--- config.mk ---
export PLATFORM = sky130hd
export DESIGN_NAME = stopwatch_bcd_core
export DESIGN_NICKNAME = d
export VERILOG_FILES = /design/src/rtl/stopwatch_bcd_core.sv
export SDC_FILE = /design/constraint.sdc
export NUM_CORES = 1
export LEC_CHECK = 0
export CORE_ASPECT_RATIO = 0.9
export CORE_MARGIN = 2
export CORE_UTILIZATION = 46
export CTS_BUF_LIST = sky130_fd_sc_hd__clkbuf_4
export DETAILED_ROUTE_END_ITERATION = 16
export GPL_ROUTABILITY_DRIVEN = 0
export HOLD_SLACK_MARGIN = 0.05
export PLACE_DENSITY = 0.77
export SLEW_MARGIN = 20
export SYNTH_ARGS = -nofsm -noshare
export SYNTH_HDL_FRONTEND = slang
export SYNTH_SLANG_ARGS = --single-unit
export TNS_END_PERCENT = 5
--- constraint.sdc ---
create_clock -name clk -period 1.8 [get_ports clk]
set_clock_uncertainty 0.05 [all_clocks]
set_input_delay 0.45 -clock clk [delete_from_list [all_inputs] [get_ports clk]]
set_output_delay 0.45 -clock clk [all_outputs]
set_load 0.05 [all_outputs]
--- src/rtl/stopwatch_bcd_core.sv ---
// Start/stop/clear MM:SS BCD stopwatch that counts the edges of the divider toggle output.
// The optional LAP_HOLD_EN build freezes the displayed digits while the lap hold flag is set.
module stopwatch_bcd_core #(
    parameter int TICK_BOTH_EDGES = 0,
    parameter int MIN_LIMIT       = 59
) (
    input  logic       clk,
    input  logic       reset,
    input  logic       tick_in,
    input  logic       start_stop,
    input  logic       clear,
    input  logic       lap,
    output logic [3:0] sec_ones,
    output logic [3:0] sec_tens,
    output logic [3:0] min_ones,
    output logic [3:0] min_tens,
    output logic       running,
    output logic       rollover
);

    typedef enum logic [1:0] {IDLE = 2'd0, RUN = 2'd1, PAUSE = 2'd2} state_t;

    localparam logic [3:0] LIM_ONES = 4'(MIN_LIMIT % 10);
    localparam logic [3:0] LIM_TENS = 4'(MIN_LIMIT / 10);

    state_t     state_r, state_nxt_s;
    logic       tick_1_r, tick_2_r, ss_1_r, ss_2_r;
    logic       tick_ev_s, ss_ev_s, count_en_s, wrap_s;
    logic [3:0] so_r, st_r, mo_r, mt_r;
    logic [3:0] so_nxt_s, st_nxt_s, mo_nxt_s, mt_nxt_s;
    logic       running_r, rollover_r;

    // Two-flop edge detectors on the tick and start/stop levels
    always_ff @(posedge clk) begin
        if (reset) begin
            tick_1_r <= 1'b0;
            tick_2_r <= 1'b0;
            ss_1_r   <= 1'b0;
            ss_2_r   <= 1'b0;
        end else begin
            tick_1_r <= tick_in;
            tick_2_r <= tick_1_r;
            ss_1_r   <= start_stop;
            ss_2_r   <= ss_1_r;
        end
    end

    // Event decode, next state and next live count
    always_comb begin
        if (TICK_BOTH_EDGES != 0) begin
            tick_ev_s = tick_1_r ^ tick_2_r;
        end else begin
            tick_ev_s = tick_1_r & ~tick_2_r;
        end
        ss_ev_s    = ss_1_r & ~ss_2_r;
        // The tick is judged against the current state, so a stop press still counts it
        count_en_s = (state_r == RUN) && tick_ev_s;
        wrap_s     = count_en_s && (so_r == 4'd9) && (st_r == 4'd5) &&
                     (mo_r == LIM_ONES) && (mt_r == LIM_TENS);
        so_nxt_s   = so_r;
        st_nxt_s   = st_r;
        mo_nxt_s   = mo_r;
        mt_nxt_s   = mt_r;
        if (count_en_s) begin
            if (so_r != 4'd9) begin
                so_nxt_s = so_r + 4'd1;
            end else begin
                so_nxt_s = 4'd0;
                if (st_r != 4'd5) begin
                    st_nxt_s = st_r + 4'd1;
                end else begin
                    st_nxt_s = 4'd0;
                    if ((mo_r == LIM_ONES) && (mt_r == LIM_TENS)) begin
                        mo_nxt_s = 4'd0;
                        mt_nxt_s = 4'd0;
                    end else if (mo_r != 4'd9) begin
                        mo_nxt_s = mo_r + 4'd1;
                    end else begin
                        mo_nxt_s = 4'd0;
                        mt_nxt_s = mt_r + 4'd1;
                    end
                end
            end
        end else begin
            so_nxt_s = so_r;
        end
        case (state_r)
            IDLE:    state_nxt_s = ss_ev_s ? RUN   : IDLE;
            RUN:     state_nxt_s = ss_ev_s ? PAUSE : RUN;
            PAUSE:   state_nxt_s = ss_ev_s ? RUN   : PAUSE;
            default: state_nxt_s = IDLE;
        endcase
    end

    // FSM, live count and status outputs; clear outranks every event
    always_ff @(posedge clk) begin
        if (reset || clear) begin
            state_r    <= IDLE;
            so_r       <= 4'd0;
            st_r       <= 4'd0;
            mo_r       <= 4'd0;
            mt_r       <= 4'd0;
            running_r  <= 1'b0;
            rollover_r <= 1'b0;
        end else begin
            state_r    <= state_nxt_s;
            so_r       <= so_nxt_s;
            st_r       <= st_nxt_s;
            mo_r       <= mo_nxt_s;
            mt_r       <= mt_nxt_s;
            running_r  <= (state_nxt_s == RUN);
            rollover_r <= wrap_s;
        end
    end

    assign running  = running_r;
    assign rollover = rollover_r;

`ifdef LAP_HOLD_EN
    logic       lap_1_r, lap_2_r, lap_ev_s, hold_r, hold_nxt_s;
    logic [3:0] so_d_r, st_d_r, mo_d_r, mt_d_r;

    // Lap press toggles the hold only in RUN; any start/stop press releases it
    always_comb begin
        lap_ev_s = lap_1_r & ~lap_2_r;
        if (ss_ev_s) begin
            hold_nxt_s = 1'b0;
        end else if (lap_ev_s && (state_r == RUN)) begin
            hold_nxt_s = ~hold_r;
        end else begin
            hold_nxt_s = hold_r;
        end
    end

    // Lap edge detect, hold flag and displayed digits
    always_ff @(posedge clk) begin
        if (reset) begin
            lap_1_r <= 1'b0;
            lap_2_r <= 1'b0;
        end else begin
            lap_1_r <= lap;
            lap_2_r <= lap_1_r;
        end
        if (reset || clear) begin
            hold_r <= 1'b0;
            so_d_r <= 4'd0;
            st_d_r <= 4'd0;
            mo_d_r <= 4'd0;
            mt_d_r <= 4'd0;
        end else if (hold_nxt_s) begin
            hold_r <= 1'b1;
        end else begin
            hold_r <= 1'b0;
            so_d_r <= so_nxt_s;
            st_d_r <= st_nxt_s;
            mo_d_r <= mo_nxt_s;
            mt_d_r <= mt_nxt_s;
        end
    end

    assign sec_ones = so_d_r;
    assign sec_tens = st_d_r;
    assign min_ones = mo_d_r;
    assign min_tens = mt_d_r;
`else
    logic unused_lap_s;
    assign unused_lap_s = lap;
    assign sec_ones     = so_r;
    assign sec_tens     = st_r;
    assign min_ones     = mo_r;
    assign min_tens     = mt_r;
`endif

endmodule

==> key figures <==
Critical path
  • Worst-path cell chain: or3b_4 -> or4_4 -> or4_4 -> a21oi_2
  • Critical path type: reg2reg
  • CP Max Fanout: 3
  • Worst EP arrival: 2050 ps
  • Internal reg-to-reg setup slack: -50 ps
  • Crit. End Element: flop
  • Crit-path slowest cell: or4_4
  • Startpoint type of the worst setup path: flop
  • CP Data Required Time: 2000 ps
  • Most used cell, CP: or4_4
  • Launching point of the worst reg2reg path: sec_tens[2]$_SDFFE_PP0P_
  • Critical path's largest stage delay: 440 ps
  • Beginning of the critical path: sec_tens[2]$_SDFFE_PP0P_

STA
  • Final max-slew violation count: 0
  • Worst relative slew slack: 67.7%
  • Worst setup margin: -47.4 ps
  • Setup TNS: -137 ps
  • RSZ-0062 raised after global routing: yes
  • Final Cycle Share: 103%
  • Final setup vio count: 4
  • Final Critical Period: 1850 ps
  • Max Fclk: 541 MHz
  • Worst slew pin tran: 478 ps
  • Fin. Hold Viols: 0

Pwr
  • PD cells: 589 mW/mm2
  • Leak: 0.678 nW
  • Worst vdd ir: 670 uV
  • Tot Pwr: 0.968 mW

Global routing
  • Initial antenna violation count: 0
  • First-pass GRT wire length: 4.26 mm
  • Vias in the first global route: 968
  • Pin count of the biggest net entering global routing: 15
  • Total grt overflow: 0
  • GRT Overall Usage: 19.2%

Route
  • DR vias: 1031
  • Drt pass-1 iters: 4
  • Drt via density: 5.31
  • Wire per inst: 12.9 um
  • Remaining antenna violation count: 0
  • DRT iter0 DRCs: 11
  • DRC: 0
  • Final WL: 2.49 mm

Floorplanning
  • Die area: 0.00278 mm2
  • Chip Width: 55.4 um
  • Starting Density: 49.2%
  • Num ports: 24
  • Die H: 50.3 um
  • Core ar.: 0.00222 mm2
  • # rows: 16

Yosys
  • Area contributors post-synth: dfxtp_1 44%, nor2_1 6.5%, ha_1 4.6%, mux2i_1 4.6%, nor2b_1 3.4%
  • Mapped Cells: 120
  • Cell area after synthesis: 0.00109 mm2
  • Post-synthesis cell type count: 32
  • Ys flop type: dfxtp_1
  • Avg Synthesized Cell Area: 9.11 um2
  • Seq/Total Area, Yosys: 43.9%
  • Post-synth net total: 130
  • Yosys top cell area share: 43.9%
  • Post-synth ARST share: 0%
  • Top cells by count, synth: 24 x dfxtp_1, 19 x nor2_1, 7 x nand2_1
  • Leading area contributor after synthesis: dfxtp_1
  • Yosys Warn Count: 0
  • Top-count cell post-synth: dfxtp_1
  • EDFF count, synth: 0
  • #FFs+latches synth: 24

Clock network
  • H-tree lvl count: 1
  • TritonCTS Buffers: 3
  • Root buf cell: clkbuf_4
  • Worst-path clk slew: 140 ps
  • CTS tree: built
  • Clk sink count: 24
  • CTS max path bufs: 2
  • Skew-Pair Late Insertion Delay: 320 ps

Cells and area
  • Fraction of layout cells with a size suffix above 1: 41.3%
  • Finished Cell Area: 0.00164 mm2
  • Area grow syn2layout: 50.2%
  • Finished Layout Cells: 194
  • N_diodes: 0
  • Final net count: 178

Status
  • Violated checks: setup timing
  • Status: finished, violations left

Placed design
  • Post-Place Setup Slack: -175 ps
  • Post-DP Area: 0.00155 mm2
  • Placed cell count: 188
  • Final HPWL from detailed placement: 1.93 mm
  • PortBufs: 22

Worst hold path
  • HP Start: ss_1_r$_SDFF_PP0_
  • Hold crit path type: reg2reg

Flow run
  • Maxcap violations: 0
## placed cells by master, fill, tap and decap left out, types with 2 or more instances in the layout
cell	count
nor2_1	19
xor2_1	2
clkdlybuf4s50_1	4
inv_1	4
nand3_1	3
nand4b_1	2
a21oi_2	2
dfxtp_4	4
dfxtp_1	13
ha_1	4
nor4_1	2
nor2b_1	6
mux2i_1	5
a31o_2	2
clkbuf_4	3
nand4bb_1	3
nor4bb_1	2
a41oi_1	2
a21oi_1	4
dfxtp_2	7
and3b_1	2
buf_12	5
nand2b_1	2
buf_4	38
or4_4	2
nand2_1	7
o21ai_0	5
## path summary, 6_finish.rpt
check | to | cells past startpoint
setup reg to reg | min_tens[3]$_SDFFE_PP0P_ | 4
hold / removal | ss_2_r$_SDFF_PP0_ | 1
setup / recovery | min_tens[3]$_SDFFE_PP0P_ | 4
hold reg to reg | ss_2_r$_SDFF_PP0_ | 1
## layer usage
layer / GRT usage [%] / vias to the layer above / wire [um]
li1: - / 521 / -
met5: 0 / - / 0
met2: 34.5 / 14 / 1240
met1: 23.4 / 494 / 1160
met4: 2.44 / 0 / 13
met3: 5.41 / 2 / 74
## what timing repair did
action,CTS,global route
endpoints found under the setup margin,3,5
hold buffers,0,0
setup buffers,2,0
cloned,0,0
gates resized for setup,3,5
pin swaps,4,3
## worst max-delay path: cells and delay by family, from the launching register on
family          cells  cell delay (ps)
flops               1              370
simple gates        3             1250
compound gates      1              120
## final cells by class
cell class,instances,area [um2]
sequential,24,504
clock inverter,1,30.0
tap,27,33.8
timing repair buffer,47,425
clock buffer,3,22.5
fill,175,579
multi-input combinational,88,612
inverter,4,15.0
## logic make-up (layout without fill, tap and decap cells)
kind of cell               Yosys count  in the layout  synth area share, %
and+or+nand+nor                     57             57                 30.6
DFF                                 24             24                 43.9
AOI/OAI and AO/OA                   18             18                 10.1
buffers and inverters                8             55                 2.86
muxes                                6              6                 5.61
adders and majority gates            4              4                 4.58
xor gates and xnor gates             3              3                 2.40
## flip-flops by register name (all words and copies together) (netlist names)
| register | flops |
|---|---|
| rollover | 1 |
| sec_ones | 4 |
| ss_2_r | 1 |
| min_ones | 4 |
| running | 1 |
| tick_1_r | 1 |
| tick_2_r | 1 |
| sec_tens | 4 |
| state_r | 2 |
| ss_1_r | 1 |
| min_tens | 4 |
## power breakdown
| part | internal [mW] | total [mW] | leakage, nW | switching, mW |
|---|---|---|---|---|
| Clock | 0.225 | 0.388 | 0.0279 | 0.162 |
| Combinational | 0.0254 | 0.0467 | 0.449 | 0.0213 |
| Sequential | 0.531 | 0.533 | 0.201 | 0.00247 |
## stage by stage
stage | hold slack (ps) | util [%]
after floorplan | 389 | -
after global placement | 404 | 69.5
after detailed placement | 405 | 69.5
after CTS | 427 | 72.9
after global routing | 453 | 73.9
final | 423 | 73.9
Note: power is estimated with default switching activity, not from simulation.
